<file path="src/rtl/sudoku_ctrl_pkg.sv">
// Shared button indices, board size, write FSM states and wrap helpers
// for the sudoku cursor controller.
package sudoku_ctrl_pkg;

  localparam int BTN_UP    = 0;
  localparam int BTN_DOWN  = 1;
  localparam int BTN_LEFT  = 2;
  localparam int BTN_RIGHT = 3;
  localparam int BTN_A     = 4;
  localparam int BTN_B     = 5;
  localparam int BTN_C     = 6;
  localparam int BTN_START = 7;
  localparam int BTN_X     = 8;
  localparam int BTN_Y     = 9;
  localparam int BTN_Z     = 10;
  localparam int BTN_MODE  = 11;

  localparam int BOARD_DIM = 9;

  typedef enum logic {
    IDLE,
    PEND
  } wr_state_e;

  function automatic logic [3:0] wrap_inc(
    input logic [3:0] v,
    input logic [3:0] lo,
    input logic [3:0] hi
  );
    return (v >= hi) ? lo : v + 4'd1;
  endfunction

  function automatic logic [3:0] wrap_dec(
    input logic [3:0] v,
    input logic [3:0] lo,
    input logic [3:0] hi
  );
    return (v <= lo) ? hi : v - 4'd1;
  endfunction

endpackage

</file>
<file path="src/rtl/sudoku_cursor_ctrl_btn_repeat.sv">
// Per-direction move pulse generator; the hold/repeat timer is built
// only when SUDOKU_AUTOREPEAT_EN is defined.
module btn_repeat #(
  parameter int HOLD_CYCLES   = 50_000_000,
  parameter int REPEAT_CYCLES = 10_000_000
) (
  input  logic clk,
  input  logic reset,
  input  logic level_i,
  input  logic evt_i,
  input  logic block_i,
  output logic move_o
);

`ifdef SUDOKU_AUTOREPEAT_EN
  localparam int CW = $clog2(HOLD_CYCLES + 1);

  logic [CW-1:0] cnt_q, cnt_d;
  logic          rpt;

  // cnt_q equals cycles since the press; after each repeat it is
  // rewound so the next repeat lands REPEAT_CYCLES later.
  always_comb begin
    cnt_d = cnt_q;
    rpt   = 1'b0;
    if (block_i || !level_i) begin
      cnt_d = '0;
    end else if (evt_i) begin
      cnt_d = CW'(1);
    end else if (cnt_q == CW'(HOLD_CYCLES)) begin
      rpt   = 1'b1;
      cnt_d = CW'(HOLD_CYCLES - REPEAT_CYCLES + 1);
    end else begin
      cnt_d = cnt_q + CW'(1);
    end
  end

  always_ff @(posedge clk or posedge reset) begin
    if (reset) cnt_q <= '0;
    else       cnt_q <= cnt_d;
  end

  assign move_o = ~block_i & (evt_i | rpt);
`else
  logic unused_ok;
  assign unused_ok = ^{clk, reset, level_i};
  assign move_o    = ~block_i & evt_i;
`endif

endmodule

</file>
<file path="src/rtl/sudoku_cursor_ctrl.sv">
// Cursor, digit and write-command controller for the 9x9 board.
// Auto-repeat of directions is enabled by SUDOKU_AUTOREPEAT_EN.
module sudoku_cursor_ctrl #(
  parameter int HOLD_CYCLES   = 50_000_000,
  parameter int REPEAT_CYCLES = 10_000_000,
  parameter int BOARD_DIM     = sudoku_ctrl_pkg::BOARD_DIM
) (
  input  logic        clk,
  input  logic        reset,
  input  logic [11:0] btn,
  input  logic        block,
  output logic [3:0]  cur_row,
  output logic [3:0]  cur_col,
  output logic [3:0]  cur_digit,
  output logic        cmd_valid,
  input  logic        cmd_ready,
  output logic [3:0]  cmd_row,
  output logic [3:0]  cmd_col,
  output logic [3:0]  cmd_value,
  output logic        start_pulse
);
  import sudoku_ctrl_pkg::*;

  localparam logic [3:0] MAXI = 4'(BOARD_DIM - 1);

  logic [11:0] btn_q, ev;
  logic [3:0]  mv;
  logic [3:0]  row_q, row_d, col_q, col_d, dig_q, dig_d;
  logic [3:0]  crow_q, crow_d, ccol_q, ccol_d, cval_q, cval_d;
  logic        start_q, start_d;
  wr_state_e   st_q, st_d;

  assign ev = btn & ~btn_q & {12{~block}};

  for (genvar i = 0; i < 4; i++) begin : g_dir
    btn_repeat #(
      .HOLD_CYCLES  (HOLD_CYCLES),
      .REPEAT_CYCLES(REPEAT_CYCLES)
    ) u_rep (
      .clk    (clk),
      .reset  (reset),
      .level_i(btn[i]),
      .evt_i  (ev[i]),
      .block_i(block),
      .move_o (mv[i])
    );
  end

  always_comb begin
    row_d   = row_q;
    col_d   = col_q;
    dig_d   = dig_q;
    crow_d  = crow_q;
    ccol_d  = ccol_q;
    cval_d  = cval_q;
    st_d    = st_q;
    start_d = ev[BTN_START];

    // Opposing directions cancel on their axis only.
    if (mv[BTN_UP] ^ mv[BTN_DOWN])
      row_d = mv[BTN_UP] ? wrap_dec(row_q, 4'd0, MAXI)
                         : wrap_inc(row_q, 4'd0, MAXI);
    if (mv[BTN_LEFT] ^ mv[BTN_RIGHT])
      col_d = mv[BTN_LEFT] ? wrap_dec(col_q, 4'd0, MAXI)
                           : wrap_inc(col_q, 4'd0, MAXI);
    if (ev[BTN_Y] ^ ev[BTN_X])
      dig_d = ev[BTN_Y] ? wrap_inc(dig_q, 4'd1, 4'd9)
                        : wrap_dec(dig_q, 4'd1, 4'd9);

    unique case (st_q)
      IDLE: begin
        if (ev[BTN_A] | ev[BTN_B]) begin
          crow_d = row_q;
          ccol_d = col_q;
          cval_d = ev[BTN_A] ? dig_q : 4'd0;
          st_d   = PEND;
        end
      end
      PEND: begin
        if (cmd_ready) st_d = IDLE;
      end
    endcase
  end

  always_ff @(posedge clk or posedge reset) begin
    if (reset) begin
      btn_q   <= '0;
      row_q   <= '0;
      col_q   <= '0;
      dig_q   <= 4'd1;
      crow_q  <= '0;
      ccol_q  <= '0;
      cval_q  <= '0;
      start_q <= 1'b0;
      st_q    <= IDLE;
    end else begin
      btn_q   <= btn;
      row_q   <= row_d;
      col_q   <= col_d;
      dig_q   <= dig_d;
      crow_q  <= crow_d;
      ccol_q  <= ccol_d;
      cval_q  <= cval_d;
      start_q <= start_d;
      st_q    <= st_d;
    end
  end

  logic unused_ev;
  assign unused_ev = ^{ev[BTN_C], ev[BTN_Z], ev[BTN_MODE]};

  assign cur_row     = row_q;
  assign cur_col     = col_q;
  assign cur_digit   = dig_q;
  assign cmd_valid   = (st_q == PEND);
  assign cmd_row     = crow_q;
  assign cmd_col     = ccol_q;
  assign cmd_value   = cval_q;
  assign start_pulse = start_q;

endmodule

</file>
<file path="config.mk">
export PLATFORM = sky130hd
export DESIGN_NAME = sudoku_cursor_ctrl
export DESIGN_NICKNAME = d
export VERILOG_FILES = /design/src/rtl/sudoku_ctrl_pkg.sv /design/src/rtl/sudoku_cursor_ctrl_btn_repeat.sv /design/src/rtl/sudoku_cursor_ctrl.sv
export SDC_FILE = /design/constraint.sdc
export NUM_CORES = 1
export LEC_CHECK = 0
export CAP_MARGIN = 40
export CORE_UTILIZATION = 40
export DETAILED_ROUTE_END_ITERATION = 12
export PLACE_DENSITY = 0.68
export SYNTH_ARGS = -nofsm -noshare
export SYNTH_HDL_FRONTEND = slang
export SYNTH_SLANG_ARGS = --single-unit
</file>
<file path="constraint.sdc">
create_clock -name clk -period 3.33 [get_ports clk]
set_input_delay 0.4995 -clock clk [delete_from_list [all_inputs] [get_ports clk]]
set_output_delay 0.4995 -clock clk [all_outputs]
set_load 0.01 [all_outputs]
</file>
* Yosys cells after proc, flatten, opt, wreduce, memory -nomap -nowiden *
Index checks and enable logic that the tools add are counted.

cells by class
  $add $sub $neg = 6
  order comparisons = 6
  mux-type cells = 13
  bitwise logic cells = 13
  reduce and logical (&&, ||, !) cells = 1

operators with widths
  operator                                                                           number
  4-bit two-way mux                                                                  10
  10-bit AND                                                                         2
  4-bit by 1-bit adder with 4-bit output (second input constant)                     3
  4-bit >= comparator (second input constant)                                        3
  4-bit by 1-bit less-or-equal comparator with 1-bit output (second input constant)  3
  4-bit by 1-bit subtractor with 4-bit output (second input constant)                3
  10-bit inverter                                                                    1
  1-bit AND                                                                          4
  1-bit bitwise XOR                                                                  3
  1-bit two-way mux                                                                  2
  1-bit inverter                                                                     2
  1-bit case mux with 2 select lines                                                 1
  2-bit AND reduction                                                                1
  1-bit bitwise OR                                                                   1

word-level totals
  flip-flop bits (word level) = 36

* Depth between registers and ports, before layout *
  depth after elaboration = 6
  depth in mapped cells = 6
  gate-level depth less buffers = 6

* By module *
Synthesis repeated with hierarchy kept, for this count alone.

unflattened totals
  cells, all modules = 173
  area total of the unflattened synthesis = 1855.5 µm²

by module, submodules not included
  module              times used  cells an instance  area an instance (µm²)
  sudoku_cursor_ctrl  1           169                1800.5
  btn_repeat          4           1                  13.8

* Least setup slack after synthesis *
Ideal clock, no wire load.

  path type = register to register
  start point = register dig_q[0] (netlist: cur_digit[0])
  end point = register dig_q[3] (netlist: cur_digit[3])
  arrival = 1617 ps
  required time = 3202 ps
  setup slack = 1585 ps
  stages on the path, launching flop included = 6
  buffers on the path = 0
  path through = dfstp_2 inv_1 ha_1 or4_1 a31oi_1 o31ai_1

on the way
  longest elaborated chain between the ends = 3
  elaborated cells between the ends (all ways) = 7
  classes of those cells = 2 x add/sub; 2 x order compare; 3 x mux

RTL lines
  item                                                                       line                                          source
  start: declaration                                                         sudoku_cursor_ctrl.sv:28                      logic [3:0] row_q, row_d, col_q, col_d, dig_q, dig_d;
  start signal: assignment                                                   sudoku_cursor_ctrl.sv:100                     dig_q <= dig_d;
  4-bit by 1-bit subtractor with 4-bit output, or another cell as far along  sudoku_ctrl_pkg.sv:38                         return (v <= lo) ? hi : v - 4'd1;
  4-bit two-way mux, on equally long branches                                sudoku_ctrl_pkg.sv:38, sudoku_ctrl_pkg.sv:30
  4-bit two-way mux *                                                        sudoku_cursor_ctrl.sv:67                      dig_d = ev[BTN_Y] ? wrap_inc(dig_q, 4'd1, 4'd9)

Mark *: on every way between the ends. The rest lies on a longest branch, timed or not.
A chain may end at the register's enable or synchronous reset.

* Worst setup path after layout *
  start point = input port block
  end point = register cval_q[3] (netlist: cmd_value[3])

on the way
  longest elaborated chain between the ends = 4
  elaborated cells between the ends (all ways) = 5
  classes of those cells = 1 x mux; 3 x bitwise; 1 x reduce/logical

RTL lines
  item                           line                       source
  start: declaration             sudoku_cursor_ctrl.sv:11   input logic block,
  1-bit inverter *               sudoku_cursor_ctrl.sv:33   assign ev = btn & ~btn_q & {12{~block}};
  10-bit AND *                   sudoku_cursor_ctrl.sv:33
  1-bit bitwise OR               sudoku_cursor_ctrl.sv:72   if (ev[BTN_A] | ev[BTN_B]) begin
  2-bit AND reduction (no line)  -
  end signal: assignment         sudoku_cursor_ctrl.sv:103  cval_q <= cval_d;
  end: declaration               sudoku_cursor_ctrl.sv:29   logic [3:0] crow_q, crow_d, ccol_q, ccol_d, cval_q, cval_d;

Marks and branches as above.

==> flow_metrics.tcl <==
set metrics [dict create \
    status "completed" \
    synth_seq_area_share_pct 47.05 \
    core_area_sq_um 4414 \
    grt_usage_pct 18.08 \
    cts_hold_buf 0 \
    io_pins 42 \
    die_w_um 70.27 \
    seq_area_sq_um 877.1 \
    post_cts_resized 0 \
    ys_top_cells_by_area "dfrtp_1, ha_1, inv_1, nor2_1, o21ai_1" \
    synth_common_cells "dfrtp_1, inv_1, nor2_1" \
    hold_viol_final 0 \
    dpl.hpwl_um 2783 \
    powerDensity_nw_per_um2 769.0 \
    routabilityCongestion 0.8524 \
    synth_area_per_cell_sq_um 10.02 \
    grt_pass1_vias 1533 \
    grt_max_degree 36 \
    period_minus_slack_ps 2248 \
    ant_nets 0 \
    rsz0062_at_grt "false" \
    ys.flop_type "dfrtp_1" \
    postSynthNetCount 209 \
    dp.cells 271 \
    htree_levels 2 \
    leakage_uw 0.001005 \
    synthCells 186 \
    cts_sinks 35 \
    yosysMostFrequentCell "dfrtp_1" \
    grt_overflow 0 \
    drc 0 \
    first_iter_violations 110 \
    synth_seq_cells 35 \
    cts.clk_slew.worst_paths_ps 70 \
    fill_cells 422 \
    hold_path_end "start_pulse" \
    synth_edf_count 0 \
    synth-async-reset-ratio_pct 100.0 \
    synth_cell_types 47 \
    critPathMaxStageDelay_ps 650 \
    die_area_sq_um 4938 \
    fin_nets 249 \
    yosys_warnings 0 \
    finalSetupViolations 0 \
    timing.rr.end "cur_digit[3]" \
    die_y_um 70.27 \
    synth_top_area_share_pct 45.64 \
    crit_family "buffers and inverters" \
    initial_core_util_pct 42.23 \
    area_delta_synth_final_pct 27.92 \
    dr.pass1.iters 4 \
    critPathSlowestCell "clkdlybuf4s50_1" \
    grt_pass1_wl_um 7038 \
    holdCritStartpoint "btn_q[7]" \
    wirelength_um 4012 \
    hp-class "flop to flop" \
    slew_viol_final 0 \
    numCtsBuffers 5 \
    routedWlPerCell_um 14.38 \
    place_ws_ps 801.5 \
    drive_gt1_share_pct 8.370 \
    required_ps 3500 \
    worst_setup_path_start_kind "input port" \
    fin_setup_tns_ps 0 \
    slew_headroom_pct 64.43 \
    crit_buf_inv 2 \
    portBuffers 38 \
    fin_skew_ps 3.467 \
    vias 1562 \
    worstSetupEndpointType "flop" \
    via_per_inst 5.599 \
    cp_data_arrival_time_ps 2420 \
    reg2reg_depth 5 \
    netlist_area_sq_um 1864 \
    clock.fmax_mhz 444.9 \
    cts.path.max_buffers 2 \
    finalCritPeriodShare_pct 67.50 \
    cts_tree "built" \
    rows 24 \
    final-instance-count-excl-fill 279 \
    max_cap_violations 0 \
    crit_path_max_fanout 16 \
    max-vdd-ir-drop_mv 0.3936 \
    diodes 0 \
    antenna_found_initial 0 \
    yosysTopAreaCell "dfrtp_1" \
    clk_latency_ps 280 \
    cts_setup_buffers 0 \
    worstReg2RegStart "cur_digit[0]" \
    worstPathCellList "clkdlybuf4s50_1 > nor4b_2 > nor2_1 > buf_4 > a22o_1" \
    worst_pin_slew_ps 532.1 \
    critPathKind "input port to flop" \
    fin_ws_ps 1082 \
    multi_input_area_sq_um 899.6 \
    rrSetupSlack_ps 1460 \
    root_buffer "clkbuf_8" \
    worstHoldPathCells 1 \
]
-- worst max-delay path by stage --
stage               slack (ps)  depth (start not counted)            to          from
finish                    1080                          5  cmd_value[3]         block
global placement           820                          5  cmd_value[2]         block
detailed placement         800                          5  cmd_value[3]         block
floorplan                 1590                          5  cur_digit[3]  cur_digit[0]
CTS                       1080                          5  cmd_value[3]         block
global route               950                          5  cmd_value[3]         block
-- power breakdown --
group / leakage (uW) / total [uW] / internal (uW) / switching (uW)
registers: 0.000432 / 725 / 553 / 171
logic: 0.000525 / 814 / 450 / 364
clock network: 0.0000477 / 295 / 143 / 152
-- flip-flops by register name, summed over array words and instances (netlist names) --
signal,count
start_pulse,1
btn_q,9
cur_col,4
cmd_value,4
cmd_col,4
cur_row,4
cur_digit,4
cmd_valid,1
cmd_row,4
-- per-layer routing --
layer | global-route usage, % | up-vias | routed length, um
met5 | 0 | - | 0
met4 | 7.111 | 0 | 74
met3 | 4.329 | 12 | 209
met2 | 28.47 | 54 | 1852
met1 | 23.95 | 740 | 1875
li1 | - | 756 | -
-- stage by stage --
| step | hold slack (ps) | power [uW] | util, % | instance area, sq um |
|---|---|---|---|---|
| floorplan | 382.4 | 1176 | - | 1864 |
| global placement | 388.4 | 1533 | 52.13 | 2301 |
| detailed placement | 390.4 | 1545 | 52.13 | 2301 |
| CTS | 403.0 | 1852 | 54.02 | 2385 |
| global route | 426.0 | 1981 | 54.02 | 2385 |
| finish | 400.0 | 1834 | 54.02 | 2385 |
-- placed cells by master, fill, tap and decap left out, types with 4 or more instances in the layout --
cell | synthesis | routed
nand2_1 | 11 | 11
nor3b_1 | 4 | 4
o31ai_1 | 4 | 4
buf_4 | 0 | 4
nor2_1 | 13 | 13
a22o_1 | 4 | 4
nand2b_1 | 6 | 6
clkdlybuf4s50_1 | 0 | 38
clkbuf_8 | 0 | 5
nor3_1 | 5 | 5
ha_1 | 7 | 7
nor2b_1 | 7 | 7
a21oi_1 | 5 | 5
o21ai_1 | 9 | 9
o21ai_0 | 4 | 4
dfrtp_1 | 34 | 34
inv_1 | 13 | 13
-- final cells by class --
| class | count | share of cell area [%] |
|---|---|---|
| inverters | 13 | 2.046 |
| well taps | 52 | 2.728 |
| repair buffers | 42 | 17.21 |
| multi-input cells | 129 | 37.72 |
| clock buffers | 5 | 2.886 |
| flip-flops and latches | 35 | 36.78 |
| clock inverters | 3 | 0.6296 |
-- logic make-up (layout without fill, tap and decap cells) --
kind of cell    after synthesis  in the layout  share of synthesized area (%)
mux                           6              6                          3.557
buf+inv                      22             63                          4.698
compound gates               49             49                          18.32
fa+ha+maj                     7              7                          4.698
xor+xnor                      2              2                         0.9398
simple gates                 65             65                          20.74
flops                        35             35                          47.05
(Power assumes the default switching activity.)
